**src/rtl/ps2_pkg.sv**
```systemverilog
// Shared PS/2 scancode constants and sequencer state encoding.
package ps2_pkg;

    localparam logic [7:0] SC_BREAK = 8'hF0;
    localparam logic [7:0] SC_EXT   = 8'hE0;
    localparam logic [7:0] SC_ENTER = 8'h5A;
    localparam logic [7:0] SC_BKSP  = 8'h66;
    localparam logic [7:0] SC_ESC   = 8'h76;

    typedef enum logic [1:0] {
        ST_COLLECT = 2'd0,
        ST_BREAK   = 2'd1,
        ST_ISSUE   = 2'd2
    } state_t;

    // True for codes that steer the line editor rather than being stored.
    function automatic logic is_control(input logic [7:0] code);
        return (code == SC_BREAK) || (code == SC_EXT) || (code == SC_ENTER) ||
               (code == SC_BKSP)  || (code == SC_ESC);
    endfunction

endpackage

```
**src/rtl/ps2_cmd_sequencer_if.sv**
```systemverilog
// Command frame valid/ready channel between sequencer and interpreter.
interface ps2_cmd_sequencer_if #(
    parameter int unsigned MAX_LEN = 8,
    parameter int unsigned LEN_W   = 4
);
    logic                   cmd_valid;
    logic                   cmd_ready;
    logic [8*MAX_LEN-1:0]   cmd_data;
    logic [LEN_W-1:0]       cmd_len;

    modport master (output cmd_valid, output cmd_data, output cmd_len, input  cmd_ready);
    modport slave  (input  cmd_valid, input  cmd_data, input  cmd_len, output cmd_ready);
endinterface

```
**src/rtl/ps2_edge_accept.sv**
```systemverilog
// Turns the receiver's data-valid level into a single-cycle accept on its rising edge.
module ps2_edge_accept (
    input  logic i_clk,
    input  logic i_rst,
    input  logic i_flag,
    output logic o_accept_c
);
    logic r_flag_d;

    // Delayed copy of flag for edge detection.
    always_ff @(posedge i_clk) begin
        if (i_rst) r_flag_d <= 1'b0;
        else       r_flag_d <= i_flag;
    end

    assign o_accept_c = i_flag & ~r_flag_d;
endmodule

```
**src/rtl/ps2_cmd_sequencer.sv**
```systemverilog
// Line editor between PS/2 receiver and command interpreter: collects make-codes,
// filters break/extended traffic, and hands complete lines out as frames.
module ps2_cmd_sequencer
    import ps2_pkg::*;
#(
    parameter int unsigned MAX_LEN     = 8,
    parameter int unsigned TIMEOUT_CYC = 1000000,
    parameter int unsigned LEN_W       = 4
) (
    input  logic                CLK,
    input  logic                reset,
    input  logic                flag,
    input  logic [7:0]          Dato,
    ps2_cmd_sequencer_if.master cmd,
    output logic                busy,
    output logic                err,
    output logic [7:0]          lost_cnt
);
    localparam int unsigned TMR_W = (TIMEOUT_CYC > 2) ? $clog2(TIMEOUT_CYC) : 1;

    logic                       w_accept;
    state_t                     r_state;
    state_t                     w_state_nxt;

    logic [MAX_LEN-1:0][7:0]    r_buf;
    logic [LEN_W-1:0]           r_len;
    logic                       r_ovf;
    logic [TMR_W-1:0]           r_timer;

    logic                       r_cmd_valid;
    logic [8*MAX_LEN-1:0]       r_cmd_data;
    logic [LEN_W-1:0]           r_cmd_len;
    logic                       r_busy;
    logic                       r_err;
    logic [7:0]                 r_lost_cnt;

    logic                       w_active;
    logic                       w_timeout;
    logic                       w_consume;
    logic                       w_store;
    logic                       w_set_ovf;
    logic                       w_bksp;
    logic                       w_clear;
    logic                       w_err_set;
    logic                       w_issue;
    logic                       w_lost;

    ps2_edge_accept u_edge (
        .i_clk      (CLK),
        .i_rst      (reset),
        .i_flag     (flag),
        .o_accept_c (w_accept)
    );

    assign w_active  = (r_len != '0) || r_ovf;
    assign w_timeout = (r_state != ST_ISSUE) && w_active && !w_accept &&
                       (r_timer == TMR_W'(TIMEOUT_CYC - 1));
    assign w_consume = (r_state == ST_ISSUE) && r_cmd_valid && cmd.cmd_ready;

    // State register.
    always_ff @(posedge CLK) begin
        if (reset) r_state <= ST_COLLECT;
        else       r_state <= w_state_nxt;
    end

    // Next-state decode.
    always_comb begin
        w_state_nxt = r_state;
        unique case (r_state)
            ST_COLLECT: begin
                if (w_accept) begin
                    if (Dato == SC_BREAK)
                        w_state_nxt = ST_BREAK;
                    else if ((Dato == SC_ENTER) && !r_ovf && (r_len != '0))
                        w_state_nxt = ST_ISSUE;
                end
            end
            ST_BREAK: begin
                if (w_accept || w_timeout) w_state_nxt = ST_COLLECT;
            end
            ST_ISSUE: begin
                if (w_consume) w_state_nxt = ST_COLLECT;
            end
            default: w_state_nxt = ST_COLLECT;
        endcase
    end

    // Action decode driving the line buffer and output registers.
    always_comb begin
        w_store   = 1'b0;
        w_set_ovf = 1'b0;
        w_bksp    = 1'b0;
        w_clear   = w_timeout || w_consume;
        w_err_set = w_timeout;
        w_issue   = 1'b0;
        w_lost    = 1'b0;
        if ((r_state == ST_COLLECT) && w_accept) begin
            if (!is_control(Dato)) begin
                if (r_len < LEN_W'(MAX_LEN)) w_store   = 1'b1;
                else                         w_set_ovf = 1'b1;
            end
            if ((Dato == SC_BKSP) && (r_len != '0)) w_bksp = 1'b1;
            if (Dato == SC_ESC) w_clear = 1'b1;
            if ((Dato == SC_ENTER) && r_ovf) begin
                w_clear   = 1'b1;
                w_err_set = 1'b1;
            end
            if ((Dato == SC_ENTER) && !r_ovf && (r_len != '0)) w_issue = 1'b1;
        end
        if ((r_state == ST_ISSUE) && w_accept) w_lost = 1'b1;
    end

    // Line buffer, idle timer and frame registers.
    always_ff @(posedge CLK) begin
        if (reset) begin
            r_buf       <= '0;
            r_len       <= '0;
            r_ovf       <= 1'b0;
            r_timer     <= '0;
            r_cmd_valid <= 1'b0;
            r_cmd_data  <= '0;
            r_cmd_len   <= '0;
            r_busy      <= 1'b0;
            r_err       <= 1'b0;
            r_lost_cnt  <= 8'd0;
        end else begin
            r_err <= w_err_set;

            if (w_clear) begin
                r_buf <= '0;
                r_len <= '0;
                r_ovf <= 1'b0;
            end else begin
                if (w_store) begin
                    for (int unsigned i = 0; i < MAX_LEN; i++)
                        if (LEN_W'(i) == r_len) r_buf[i] <= Dato;
                    r_len <= r_len + LEN_W'(1);
                end
                if (w_set_ovf) r_ovf <= 1'b1;
                if (w_bksp) begin
                    for (int unsigned i = 0; i < MAX_LEN; i++)
                        if (LEN_W'(i) == (r_len - LEN_W'(1))) r_buf[i] <= 8'd0;
                    r_len <= r_len - LEN_W'(1);
                end
            end

            // Idle timer runs only while a partial line is waiting in COLLECT/BREAK.
            if ((r_state == ST_ISSUE) || !w_active || w_accept || w_timeout)
                r_timer <= '0;
            else
                r_timer <= r_timer + TMR_W'(1);

            if (w_issue) begin
                r_cmd_valid <= 1'b1;
                r_busy      <= 1'b1;
                r_cmd_data  <= r_buf;
                r_cmd_len   <= r_len;
            end else if (w_consume) begin
                r_cmd_valid <= 1'b0;
                r_busy      <= 1'b0;
            end

            if (w_lost && (r_lost_cnt != 8'hFF)) r_lost_cnt <= r_lost_cnt + 8'd1;
        end
    end

    assign cmd.cmd_valid = r_cmd_valid;
    assign cmd.cmd_data  = r_cmd_data;
    assign cmd.cmd_len   = r_cmd_len;
    assign busy          = r_busy;
    assign err           = r_err;
    assign lost_cnt      = r_lost_cnt;
endmodule
```
**src/flat_wrapper.sv**
```systemverilog
// flat-port wrapper written by rule: the top's interface ports become plain ports
module ps2_cmd_sequencer_flat import ps2_pkg::*;
#(
    parameter int unsigned MAX_LEN     = 8,
    parameter int unsigned TIMEOUT_CYC = 1000000,
    parameter int unsigned LEN_W       = 4
)
  (CLK, reset, flag, Dato, busy, err, lost_cnt, cmd_cmd_valid, cmd_cmd_data, cmd_cmd_len, cmd_cmd_ready);
  ps2_cmd_sequencer_if #(.MAX_LEN(MAX_LEN), .LEN_W(LEN_W)) cmd_i ();
  input  logic CLK;
  input  logic reset;
  input  logic flag;
  input  logic [7:0] Dato;
  output logic busy;
  output logic err;
  output logic [7:0] lost_cnt;
  output wire logic [$bits(cmd_i.cmd_valid)-1:0] cmd_cmd_valid;
  output wire logic [$bits(cmd_i.cmd_data)-1:0] cmd_cmd_data;
  output wire logic [$bits(cmd_i.cmd_len)-1:0] cmd_cmd_len;
  input wire logic [$bits(cmd_i.cmd_ready)-1:0] cmd_cmd_ready;
  assign cmd_cmd_valid = cmd_i.cmd_valid;
  assign cmd_cmd_data = cmd_i.cmd_data;
  assign cmd_cmd_len = cmd_i.cmd_len;
  assign cmd_i.cmd_ready = cmd_cmd_ready;
  ps2_cmd_sequencer #(.MAX_LEN(MAX_LEN), .TIMEOUT_CYC(TIMEOUT_CYC), .LEN_W(LEN_W)) u_core (.CLK(CLK), .reset(reset), .flag(flag), .Dato(Dato), .cmd(cmd_i), .busy(busy), .err(err), .lost_cnt(lost_cnt));
endmodule
```
**config.mk**
```make
export PLATFORM = sky130hd
export DESIGN_NAME = ps2_cmd_sequencer_flat
export DESIGN_NICKNAME = d
export VERILOG_FILES = /design/src/rtl/ps2_pkg.sv /design/src/rtl/ps2_cmd_sequencer_if.sv /design/src/rtl/ps2_edge_accept.sv /design/src/rtl/ps2_cmd_sequencer.sv /design/src/flat_wrapper.sv
export SDC_FILE = /design/constraint.sdc
export NUM_CORES = 1
export LEC_CHECK = 0
export ABC_AREA = 0
export BUFFER_PORTS_ARGS = -buffer_cell sky130_fd_sc_hd__clkbuf_2
export CORE_MARGIN = 2
export CORE_UTILIZATION = 35
export CTS_CLUSTER_SIZE = 24
export DETAILED_ROUTE_END_ITERATION = 10
export PLACE_DENSITY = 0.62
export SYNTH_ARGS = -nofsm -noshare
export SYNTH_HDL_FRONTEND = slang
export SYNTH_HIERARCHICAL = 1
export SYNTH_SLANG_ARGS = --single-unit
```
**constraint.sdc**
```tcl
create_clock -name CLK -period 4.1 [get_ports CLK]
set_input_delay 0.205 -clock CLK [delete_from_list [all_inputs] [get_ports CLK]]
set_output_delay 0.205 -clock CLK [all_outputs]
set_load 0.1 [all_outputs]
```
### After elaboration in Yosys (flattened, before gate mapping)

Index checks and enable logic that the tools add are counted.

| storage, ports and cells | value |
|---|---|
| register bits after elaboration | 170 |
| bits of input ports | 12 |
| logic and storage cells | 131 |

| cells by class | value |
|---|---|
| add/subtract/negate cells | 4 |
| $lt $le $gt $ge | 1 |
| equality and inequality tests | 28 |
| multiplexer cells | 44 |
| bitwise operators | 2 |
| reductions and logical operators | 34 |

Operators by type and width:

| cell | count |
|---|---|
| 2-to-1 mux 64 bit | 2 |
| 2-to-1 mux 8 bit | 16 |
| equality test 3 x 4 -> 1 bit, first input constant | 8 |
| equality test 8 x 7 -> 1 bit, second input constant | 3 |
| adder 20 x 1 -> 20 bit, second input constant | 1 |
| equality test 20 bit, second input constant | 1 |
| 2-to-1 mux 1 bit | 18 |
| equality test 2 x 4 -> 1 bit, first input constant | 4 |
| equality test 8 bit, second input constant | 2 |
| logical AND 1 bit | 12 |
| logical OR 1 bit | 10 |
| 2-to-1 mux 2 bit | 5 |
| adder 8 x 1 -> 8 bit, second input constant | 1 |
| equality test 1 x 4 -> 1 bit, first input constant | 2 |
| logical NOT 4 bit | 2 |
| 2-to-1 mux 4 bit | 2 |
| != test 8 bit, second input constant | 1 |
| != test 2 x 1 -> 1 bit, second input constant | 3 |
| case mux 2 bit (3 select lines) | 1 |
| adder 4 x 1 -> 4 bit, second input constant | 1 |
| less-than comparator 4 bit, second input constant | 1 |
| AND reduction 4 bit | 1 |
| nonzero test 2 bit | 2 |
| nonzero test 4 bit | 1 |
| other kinds (10) | 13 |

### Depth between registers and ports, before layout

| depth | value |
|---|---|
| depth after elaboration | 10 |
| depth in mapped cells | 10 |

### By module

The synthesis kept the hierarchy.

Modules (own cells, without submodules):

| module | times used | cells an instance | area each (um^2) |
|---|---|---|---|
| ps2_cmd_sequencer | 1 | 758 | 6860.3 |
| ps2_edge_accept | 1 | 3 | 47.5 |

### Worst setup path after synthesis

Ideal clock, no wire load.

| timing | value |
|---|---|
| path type | flip-flop to flip-flop |
| start | register u_core.r_lost_cnt[0] (netlist: u_core/lost_cnt[0]) |
| end | register u_core.r_lost_cnt[5] (netlist: u_core/lost_cnt[5]) |
| library setup time | 128 ps |
| arrival | 2203 ps |
| data required time | 3972 ps |
| slack | 1769 ps |
| cell stages (with the launch flop) | 7 |
| path buffers | 0 |
| cells stage by stage | dfxtp_1 -> ha_1 -> nand3_1 -> o211ai_1 -> nor3_1 -> xnor2_1 -> nor2_1 |

| on the way | value |
|---|---|
| longest elaborated chain between the ends | 2 |

Ends and longest elaborated chain:

| what | RTL line | source |
|---|---|---|
| from (decl) | ps2_cmd_sequencer.sv:35 | `logic [7:0] r_lost_cnt;` |
| from (signal assigned) | ps2_cmd_sequencer.sv:163 | `if (w_lost && (r_lost_cnt != 8'hFF)) r_lost_cnt <= r_lost_cnt + 8'd1;` |
| parallel branches: the longest is 2 deep, another holds adder 8 x 1 -> 8 bit | - |  |

Several ways; the timed one is not identified.
A chain may end at the register's enable or synchronous reset.

### Final worst setup path

| timing | value |
|---|---|
| start | register u_core.r_len[0] |
| end | register u_core.r_cmd_data[15] (netlist: u_core/cmd.cmd_data[15]) |

| on the way | value |
|---|---|
| longest elaborated chain between the ends | 4 |

Ends and longest elaborated chain:

| what | RTL line | source |
|---|---|---|
| from (decl) | ps2_cmd_sequencer.sv:26 | `logic [LEN_W-1:0] r_len;` |
| from (signal assigned) | ps2_cmd_sequencer.sv:137 | `r_len <= r_len + LEN_W'(1);` |
| from (signal assigned) | ps2_cmd_sequencer.sv:143 | `r_len <= r_len - LEN_W'(1);` |
| nonzero test 4 bit | ps2_cmd_sequencer.sv:108 | `if ((Dato == SC_ENTER) && !r_ovf && (r_len != '0)) w_issue = 1'b1;` |
| logical AND 1 bit | ps2_cmd_sequencer.sv:108 |  |
| 2-to-1 mux 1 bit | ps2_cmd_sequencer.sv:108 |  |
| 2-to-1 mux 1 bit | ps2_cmd_sequencer.sv:97 | `if ((r_state == ST_COLLECT) && w_accept) begin` |
| to (signal assigned) | ps2_cmd_sequencer.sv:156 | `r_cmd_data <= r_buf;` |
| to (decl) | ps2_cmd_sequencer.sv:31 | `logic [8*MAX_LEN-1:0] r_cmd_data;` |

Every way passes these cells.

==> summary.txt <==
status - completed
Clock Path Buffers - 2
IO buf count - 90
Synth Warn # - 6
f_max - 335 MHz
critical path's slowest cell - and2_2
post_cts resized - 0
required time of the critical path - 4.45 ns
clock slew at reported path FFs - 0.06 ns
Netlist Area Pre-Place - 0.00691 mm^2
Most used DFF post-synth - dfxtp_1
Post-Layout Cell Count - 1096
vias - 5337
Seq/Total Area, Yosys - 49.3%
placed cell count - 1064
initial antenna violation count - 0
crit-path leading delay family - simple AND/OR/NAND/NOR gates
maxcap violations - 0
CP Cell Sequence - inv_1 -> ha_1 -> nor3b_1 -> nor4_1 -> and2_2 -> buf_12 -> nand2_1 -> a21oi_1
antenna viol nets, final - 0
Power, Total - 3.44 mW
ratio of cells with drive above 1 in the final layout - 17.1%
Layout area overhead - 17.0%
Initial Utilization - 35.6%
power per cell area - 426 mW/mm^2
number of diodes - 0
Layout Nets - 838
Final Slew Violations - 0
Netlist cell types - 46
CP Launch Type - register
latest clock arrival within the worst-skew pair - 0.43 ns
CTS tree - built
post-placement cell area - 0.00749 mm^2
final count of hold timing violations - 0
Final GP Congestion - 0.777
DRC viols - 0
vias per cell - 4.87
Slew HR - 39.6%
CP endpoint kind - register
crit path buf inv count - 2
measured slew at the worst slew-check pin - 0.906 ns
# Post-CTS Setup Buffers - 0
Final Core Density - 41.7%
Synth Instances - 761
post-synth top area cell - dfxtp_1
Root Buffer - clkbuf_16
CTS Buf Count - 17
Sink Count - 170
vias in the first global route - 5063
worst vdd ir - 0.295 mV
die width - 144 um
Post-CTS Hold Fix Bufs - 0
Post-synth EDFFs - 0
layout filler cell count - 1965
die area - 0.0209 mm^2
post-route design area - 0.00808 mm^2
CP Max Fanout - 36
initial drt markers - 379
Site Rows - 51
crit path DAT - 3.33 ns
depth of the CTS H-tree - 4
total global routing overflow - 0
core area - 0.0194 mm^2
crit path kind - register to register
RSZ-0062 raised after global routing - false
DRT Wirelength - 16300 um
Finish-stage setup viols - 0
slowest stage delay, CP - 0.67 ns
minimum clock period - 2.98 ns
DIE HEIGHT - 144 um
Pre-antenna DRT Iters - 5
first-pass GRT wire length - 26600 um
routed len/inst - 14.9 um
Tcrit/Tclk final - 72.8%
LEAKAGE - 3.25 nW
Synth area leaders - dfxtp_1 49%, mux2i_1 9.6%, nand2_1 8.0%
Yosys reg bits - 170
Hold Path Class - input port to register
GRT Overall Usage - 16.2%
syn avg cell area - 9.08 um^2
setup TNS - 0 ns
final setup skew - 0.00941 ns
post-synth top area share - 49.3%
largest net degree at the start of global routing - 83
net count after synthesis - 781
hpwl dp - 10300 um
num ports - 91
ys async rst share - 0%
routing by layer:
metal / vias to the layer above / wire length (um) / GRT usage, %
li1: 2729 / - / -
met1: 2483 / 8020 / 22.2
met5: - / 0 / 0
met3: 12 / 1070 / 5.23
met4: 0 / 151 / 4.55
met2: 113 / 7060 / 24.6
flip-flops by register name, summed over array words and instances (netlist names):
signal,count
u_core/busy,1
u_core/cmd.cmd_data,64
u_core/cmd.cmd_len,4
u_core/err,1
u_core/lost_cnt,8
u_core/r_buf,64
u_core/r_len,4
u_core/r_ovf,1
u_core/r_state,2
u_core/r_timer,20
u_core/u_edge/r_flag_d,1
final timing paths:
| path | start | slack, ns | end | cells past startpoint |
|---|---|---|---|---|
| setup / recovery | u_core/r_len[0] | 1.12 | u_core/cmd.cmd_data[15] | 8 |
| hold / removal | flag | 0.03 | u_core/u_edge/r_flag_d | 2 |
| setup reg to reg | u_core/r_len[0] | 1.12 | u_core/cmd.cmd_data[15] | 8 |
| hold reg to reg | u_core/r_timer[0] | 0.44 | u_core/r_timer[0] | 1 |
cell usage in the layout, fill, tap and decap left out, types with 3 or more instances in the layout:
cell | Yosys | layout
a211oi_1 | 42 | 42
nand3_1 | 14 | 14
and2_1 | 5 | 4
nor2_1 | 44 | 44
nor3_1 | 33 | 33
nor3b_1 | 3 | 3
nand4_1 | 7 | 7
nand2_1 | 148 | 147
clkinvlp_4 | 0 | 3
ha_1 | 8 | 8
nor4_1 | 4 | 4
dfxtp_1 | 170 | 170
buf_4 | 9 | 5
a21oi_1 | 78 | 78
nor2b_1 | 5 | 5
inv_1 | 11 | 11
clkbuf_2 | 0 | 90
clkinv_4 | 0 | 3
mux2i_1 | 66 | 66
xor2_1 | 5 | 5
xnor2_1 | 22 | 22
a31oi_1 | 3 | 3
nand4_2 | 5 | 5
clkbuf_16 | 0 | 17
area by class of cell:
type	instances	area, um^2	share of cell area [%]
timing repair buffer	97	528	6.53
multi-input combinational	521	3180	39.4
inverter	11	41.3	0.511
sequential	170	3400	42.1
clock buffer	21	460	5.70
clock inverter	11	138	1.70
tap	265	332	4.10
worst reg2reg max path, stage by stage (launching register included):
cell,delay [ns]
dfxtp_1,0.45
inv_1,0.15
ha_1,0.41
nor3b_1,0.28
nor4_1,0.45
and2_2,0.67
buf_12,0.28
nand2_1,0.10
a21oi_1,0.12
metrics by stage:
stage / hold slack (ns) / worst slack, ns
2_1_floorplan: 0.269 / 1.77
3_3_place_gp: 0.429 / 1.26
3_5_place_dp: 0.437 / 1.10
4_1_cts: 0.0126 / 1.08
5_1_grt: 0.0250 / 0.782
6_report: 0.0276 / 1.12
power breakdown:
group / switching (mW) / internal, mW
logic: 0.108 / 0.0502
clock network: 0.668 / 0.940
registers: 0.0117 / 1.67
cells by family after synthesis:
| family | Yosys count | share of synthesized area (%) |
|---|---|---|
| AOI/OAI and AO/OA | 130 | 11.3 |
| xor gates and xnor gates | 27 | 3.42 |
| adders and majority gates | 8 | 1.45 |
| buffers and inverters | 70 | 4.73 |
| DFF | 170 | 49.3 |
| muxes | 66 | 9.56 |
| and+or+nand+nor | 290 | 20.3 |
synth_stat cells, drive strengths merged, types with 12 or more instances:
cell type  count
a211oi        42
a21oi         78
buf           34
clkbuf        25
dfxtp        170
mux2i         66
nand2        148
nand3         15
nand4         12
nor2          44
nor3          33
xnor2         22
(Power assumes the default switching activity.)
